--- src/rtl/frog_move_input_if.sv ---
// Button-side and move-pulse signals of the frog input conditioner.
// master drives keys/enable/hit and observes the pulses; slave is the conditioner.
interface frog_move_input_if;
  logic KEY_L, KEY_R, KEY_U, KEY_D;
  logic enable, hit;
  logic L, R, U, D;

  modport master (output KEY_L, KEY_R, KEY_U, KEY_D, enable, hit,
                  input  L, R, U, D);
  modport slave  (input  KEY_L, KEY_R, KEY_U, KEY_D, enable, hit,
                  output L, R, U, D);
endinterface

--- src/rtl/frog_move_input.sv ---
// Turns four raw buttons into synchronised, prioritised, auto-repeating
// single-cycle move pulses, gated by enable and locked out after a hit.
module frog_move_input #(
  parameter int HOLD_DELAY    = 25_000_000,
  parameter int REPEAT_PERIOD = 12_500_000
) (
  input  logic clk,
  input  logic reset,
  frog_move_input_if.slave bus
);
  localparam int MAXC = (HOLD_DELAY > REPEAT_PERIOD) ? HOLD_DELAY : REPEAT_PERIOD;
  localparam int CW   = $clog2(MAXC);
  localparam logic [CW-1:0] HOLD_LAST = CW'(HOLD_DELAY - 1);
  localparam logic [CW-1:0] REP_LAST  = CW'(REPEAT_PERIOD - 1);

  typedef enum logic [1:0] {IDLE, HOLD, REPEAT, LOCK} state_e;
  // Values double as bit positions in the key and pulse vectors.
  typedef enum logic [1:0] {DIR_L, DIR_R, DIR_U, DIR_D} dir_e;

  logic [3:0]    key_raw, s1_q, s2_q;
  logic [3:0]    pulse_q, pulse_d;
  state_e        state_q, state_d;
  dir_e          dir_q, dir_d;
  logic [CW-1:0] cnt_q, cnt_d;

  assign key_raw = {bus.KEY_D, bus.KEY_U, bus.KEY_R, bus.KEY_L};

  always_ff @(posedge clk or posedge reset) begin
    if (reset) begin
      s1_q    <= '0;
      s2_q    <= '0;
      pulse_q <= '0;
      state_q <= IDLE;
      dir_q   <= DIR_U;
      cnt_q   <= '0;
    end else begin
      s1_q    <= key_raw;
      s2_q    <= s1_q;
      pulse_q <= pulse_d;
      state_q <= state_d;
      dir_q   <= dir_d;
      cnt_q   <= cnt_d;
    end
  end

  always_comb begin
    state_d = state_q;
    dir_d   = dir_q;
    cnt_d   = cnt_q;
    pulse_d = '0;
    if (bus.hit) begin
      state_d = LOCK;
      cnt_d   = '0;
    end else if (state_q == LOCK) begin
      // Stay locked until every button is let go, so a held key cannot re-move the frog.
      if (s2_q == 4'b0000) state_d = IDLE;
    end else if (!bus.enable) begin
      state_d = IDLE;
      cnt_d   = '0;
    end else begin
      unique case (state_q)
        IDLE: begin
          if (s2_q != 4'b0000) begin
            if      (s2_q[DIR_U]) dir_d = DIR_U;
            else if (s2_q[DIR_D]) dir_d = DIR_D;
            else if (s2_q[DIR_L]) dir_d = DIR_L;
            else                  dir_d = DIR_R;
            pulse_d[dir_d] = 1'b1;
            cnt_d          = '0;
            state_d        = HOLD;
          end
        end
        HOLD: begin
          if (!s2_q[dir_q]) begin
            state_d = IDLE;
            cnt_d   = '0;
          end else if (cnt_q == HOLD_LAST) begin
            pulse_d[dir_q] = 1'b1;
            cnt_d          = '0;
            state_d        = REPEAT;
          end else begin
            cnt_d = cnt_q + 1'b1;
          end
        end
        REPEAT: begin
          if (!s2_q[dir_q]) begin
            state_d = IDLE;
            cnt_d   = '0;
          end else if (cnt_q == REP_LAST) begin
            pulse_d[dir_q] = 1'b1;
            cnt_d          = '0;
          end else begin
            cnt_d = cnt_q + 1'b1;
          end
        end
        default: state_d = IDLE;
      endcase
    end
  end

  assign bus.L = pulse_q[DIR_L];
  assign bus.R = pulse_q[DIR_R];
  assign bus.U = pulse_q[DIR_U];
  assign bus.D = pulse_q[DIR_D];
endmodule

--- src/flat_wrapper.sv ---
// flat-port wrapper written by rule: the top's interface ports become plain ports
module frog_move_input_flat 
#(
  parameter int HOLD_DELAY    = 25_000_000,
  parameter int REPEAT_PERIOD = 12_500_000
)
  (clk, reset, bus_KEY_L, bus_KEY_R, bus_KEY_U, bus_KEY_D, bus_enable, bus_hit, bus_L, bus_R, bus_U, bus_D);
  frog_move_input_if bus_i ();
  input  logic clk;
  input  logic reset;
  input wire logic [$bits(bus_i.KEY_L)-1:0] bus_KEY_L;
  input wire logic [$bits(bus_i.KEY_R)-1:0] bus_KEY_R;
  input wire logic [$bits(bus_i.KEY_U)-1:0] bus_KEY_U;
  input wire logic [$bits(bus_i.KEY_D)-1:0] bus_KEY_D;
  input wire logic [$bits(bus_i.enable)-1:0] bus_enable;
  input wire logic [$bits(bus_i.hit)-1:0] bus_hit;
  output wire logic [$bits(bus_i.L)-1:0] bus_L;
  output wire logic [$bits(bus_i.R)-1:0] bus_R;
  output wire logic [$bits(bus_i.U)-1:0] bus_U;
  output wire logic [$bits(bus_i.D)-1:0] bus_D;
  assign bus_i.KEY_L = bus_KEY_L;
  assign bus_i.KEY_R = bus_KEY_R;
  assign bus_i.KEY_U = bus_KEY_U;
  assign bus_i.KEY_D = bus_KEY_D;
  assign bus_i.enable = bus_enable;
  assign bus_i.hit = bus_hit;
  assign bus_L = bus_i.L;
  assign bus_R = bus_i.R;
  assign bus_U = bus_i.U;
  assign bus_D = bus_i.D;
  frog_move_input #(.HOLD_DELAY(HOLD_DELAY), .REPEAT_PERIOD(REPEAT_PERIOD)) u_core (.clk(clk), .reset(reset), .bus(bus_i));
endmodule
--- config.mk ---
export PLATFORM = sky130hd
export DESIGN_NAME = frog_move_input_flat
export DESIGN_NICKNAME = d
export VERILOG_FILES = /design/src/rtl/frog_move_input_if.sv /design/src/rtl/frog_move_input.sv /design/src/flat_wrapper.sv
export SDC_FILE = /design/constraint.sdc
export NUM_CORES = 1
export LEC_CHECK = 0
export CORE_MARGIN = 8
export CORE_UTILIZATION = 35
export CTS_BUF_LIST = sky130_fd_sc_hd__clkbuf_2 sky130_fd_sc_hd__clkbuf_4 sky130_fd_sc_hd__clkbuf_8
export CTS_CLUSTER_SIZE = 28
export DETAILED_ROUTE_END_ITERATION = 7
export GPL_TIMING_DRIVEN = 0
export PLACE_DENSITY = 0.51
export SETUP_SLACK_MARGIN = 0.5
export SYNTH_ARGS = -nofsm -noshare
export SYNTH_HDL_FRONTEND = slang
export SYNTH_SLANG_ARGS = --single-unit
--- constraint.sdc ---
create_clock -name clk -period 2.1 [get_ports clk]
set_clock_uncertainty 0.05 [all_clocks]
set_input_delay 0.525 -clock clk [delete_from_list [all_inputs] [get_ports clk]]
set_output_delay 0.525 -clock clk [all_outputs]
set_load 0.005 [all_outputs]
==> impl_results.md <==
- Status: finished, violations left
- Failing checks: negative setup slack
- Post-Syn Instances: 230
- Nets: 296
- Distinct cell type count after synthesis: 49
- Sequential area share after synthesis: 0.456
- First-pass GRT wire length: 9280 um
- Max Slew Vio Count: 0
- CP Depth: 8
- Vias post-DR: 1918
- CP Cell Sequence: buf_6 > or4_4 > nor3_4 > buf_6 > a31o_4 > and3_4 > o32ai_4 > a221o_1
- # fillers: 578
- Row cnt: 29
- First drt pass iteration count: 4
- CP Buf/Inv Count: 2
- CTS tree: yes
- # placed instances: 319
- Core Footprint: 6280 um^2
- Power, Total: approximately 0.0020 W
- Syn_area_per_cell: 9.80 um^2
- Layout area overhead: 41.9%
- Rel. slew slack: 0.729
- Total die area: 9260 um^2
- Max-cap violations: 0
- Largest delay share family, worst path: simple AND/OR/NAND/NOR gates
- CP Max Fanout: 3
- Vias in the first global route: 1836
- Crit path DAT: between 2000 and 2500 ps
- Fmax: 449 MHz
- Initial antenna violation count: 0
- RSZ-0062 raised after global routing: yes
- Pwr/cell area: between 600 and 700 nW/um^2
- Final setup fails: 23
- Syn. warnings: 0
- Worst Reg-to-Reg Cells: 8
- # IOs: 12
- Worst setup SP type: register
- Ant diodes: 0
- Period utilisation layout: 1.06
- DIE HEIGHT: 96.2 um
- Slowest CP cell: or4_4
- Drt drc: 0
- Slew @ Worst Pin: 406 ps
- Final min period: ~2200 ps
- Fin. Hold Viols: 0
- Post-CTS Hold Buffers: 0
- WL/cell: 15.5 um
- Crit path to: u_core.state_q[1]$_DFFE_PP0P_
- FF-to-FF setup slack: -130 ps
- CTS sink cnt: 41
- IO buf count: 11
- GR Overflow Total: 0
- Leak: 1.29 nW
- Synthesis-stage register bit count: slightly above 40
- Setup WS post-layout: -126 ps
- Top FF cell, synth: dfrtp_1
- Hold Path Cell Cnt: 0
- Post-Syn Area: 2250 um^2
- Final ANT Viol Nets: 0
- Share of layout cells above drive strength 1: 0.346
- H-tree depth: 2
- Worst VDD drop: 0.366 mV
- CTS root buf: clkbuf_8
- Routed WL: 5560 um
- CTS Buf Count: 5
- Via density: about 5.3
- Longest Clk Path Bufs: 2
- Post-synth ARST share: 1.00
- Critical path required time: 2240 ps
- First-iteration detailed-routing DRC count: 105
- Critical Path End Type: register
- Largest net degree at the start of global routing: between 40 and 50
- Crit Reg-Reg Startpoint: u_core.cnt_q[8]$_DFFE_PP0P_
- Capture point of the worst reg-to-reg path: u_core.state_q[1]$_DFFE_PP0P_
- Worst-skew pair later-pin latency: 300 ps
- Initial core utilization: 0.359
- Post-Syn Nets: 244
- Post-synth EDFFs: 0
- Die width: 96.2 um
- Cell Count, Final, Fillers Out: 360
- GR Util All Layers: 0.129
- Worst Hold Class: reg -> reg
- Worst-path clk slew: ~90 ps
- Final HPWL DP: between 3000 and 4000 um
- CP dominant cell by count: buf_6
- Crit Path Class: reg -> reg
- CP max stage delay: 520 ps
- GPL Wtd Cong: between 0.7 and 0.8
- CP startpoint: u_core.cnt_q[8]$_DFFE_PP0P_
[routing by layer]
layer	wire length (um)	global-route usage	vias up
li1	-	-	954
met1	2600	0.176	925
met2	2640	0.199	29
met3	225	0.0265	10
met4	93	0.0448	0
met5	0	0	-
[per-stage QoR]
stage	hold slack, ps	util	worst slack (ps)	TNS [ps]	instance area (um^2)
after floorplan	281	-	6.27	0	2300
after global placement	284	0.399	-637	-27950	2510
after detailed placement	285	0.403	-637	-13230	2530
after CTS	293	0.466	-157	-2980	2920
after global routing	315	0.509	-193	-3820	3200
final	298	0.509	-126	-1100	3200
[worst min-delay path by stage]
stage	start	to	slack, ps
floorplan	u_core.s1_q[0]$_DFF_PP0_	u_core.s2_q[0]$_DFF_PP0_	280
global placement	u_core.s1_q[1]$_DFF_PP0_	u_core.s2_q[1]$_DFF_PP0_	280
detailed placement	u_core.s1_q[3]$_DFF_PP0_	u_core.s2_q[3]$_DFF_PP0_	280
CTS	u_core.s1_q[3]$_DFF_PP0_	u_core.s2_q[3]$_DFF_PP0_	290
global route	u_core.s1_q[3]$_DFF_PP0_	u_core.s2_q[3]$_DFF_PP0_	310
finish	u_core.s1_q[3]$_DFF_PP0_	u_core.s2_q[3]$_DFF_PP0_	300
[state kept, by name (all words and copies together), names as in the netlist]
| name | count |
|---|---|
| u_core.pulse_q | 4 |
| u_core.state_q | 2 |
| u_core.dir_q | 2 |
| u_core.s1_q | 4 |
| u_core.s2_q | 4 |
| u_core.cnt_q | 25 |
[cell type report]
| cell class | count | area [um^2] | area share |
|---|---|---|---|
| buffer | 9 | 83.8 | 0.0262 |
| clock buffer | 5 | 68.8 | 0.0215 |
| clock inverter | 3 | 68.8 | 0.0215 |
| inverter | 6 | 22.5 | 0.00705 |
| multi-input combinational | 175 | 1410 | 0.440 |
| sequential | 41 | 1030 | 0.322 |
| tap | 77 | 96.3 | 0.0301 |
| timing repair buffer | 44 | 420 | 0.132 |
[repair_timing]
| item | in CTS | in global routing |
|---|---|---|
| resized for setup | 34 | 39 |
| endpoints found under the setup margin | 37 | 33 |
| buffers inserted | 16 | 14 |
| cloned | 3 | 0 |
| pin swaps | 29 | 28 |
[cell usage after synthesis, drive strengths merged (2+ instances only)]
master / n / area [um^2]
clkbuf: 3 / 11.3
nor4bb: 2 / 20.0
a221o: 2 / 20.0
o31ai: 10 / 75.1
nand3: 11 / 55.1
and3: 2 / 12.5
xor2: 6 / 52.6
or3: 2 / 12.5
nor3: 4 / 31.3
nor2: 19 / 73.8
dfrtp: 40 / 1000
nand2: 27 / 101
nand3b: 4 / 30.0
buf: 6 / 41.3
inv: 6 / 22.5
o311ai: 2 / 17.5
and4: 2 / 17.5
and2: 13 / 81.3
ha: 6 / 75.1
nor3b: 2 / 15.0
o21ai: 9 / 45.0
a31oi: 11 / 68.8
nand4: 8 / 50.1
xnor2: 3 / 26.3
nand2b: 4 / 25.0
o41ai: 4 / 35.0
nor2b: 4 / 25.0
nor4: 2 / 27.5
[where the power goes]
part           switching, W  leakage [nW]  internal, W
Combinational      0.000180         0.680     0.000196
Sequential        0.0000312         0.542     0.000823
Clock              0.000293        0.0687     0.000479
[placed cells by master, fill, tap and decap left out, types with 5 or more instances in the layout]
cell type        instances
nand2_1                 23
dfrtp_1                 38
nand3_1                 11
dlygate4sd2_1            6
o31ai_1                  8
clkdlybuf4s50_1          5
nand4_1                  8
nor2_1                  13
a31oi_1                  9
xor2_1                   6
buf_6                   14
nor2_4                   6
clkbuf_8                 5
and2_1                  13
buf_4                   23
[worst reg2reg max path, stage by stage (launching register included)]
cell and delay (ps):
dfrtp_1 380, buf_6 110, or4_4 520, nor3_4 160
buf_6 130, a31o_4 160, and3_4 200, o32ai_4 80
a221o_1 320
[cell families (layout without fill, tap and decap cells)]
group	Yosys count	after routing	synth area share
compound gates	45	45	0.147
xor+xnor	9	9	0.0350
fa+ha+maj	6	6	0.0333
buf+inv	15	67	0.0333
flops	41	41	0.456
mux	1	1	0.00999
simple gates	113	114	0.285
Power figures use the tool's default switching activity.
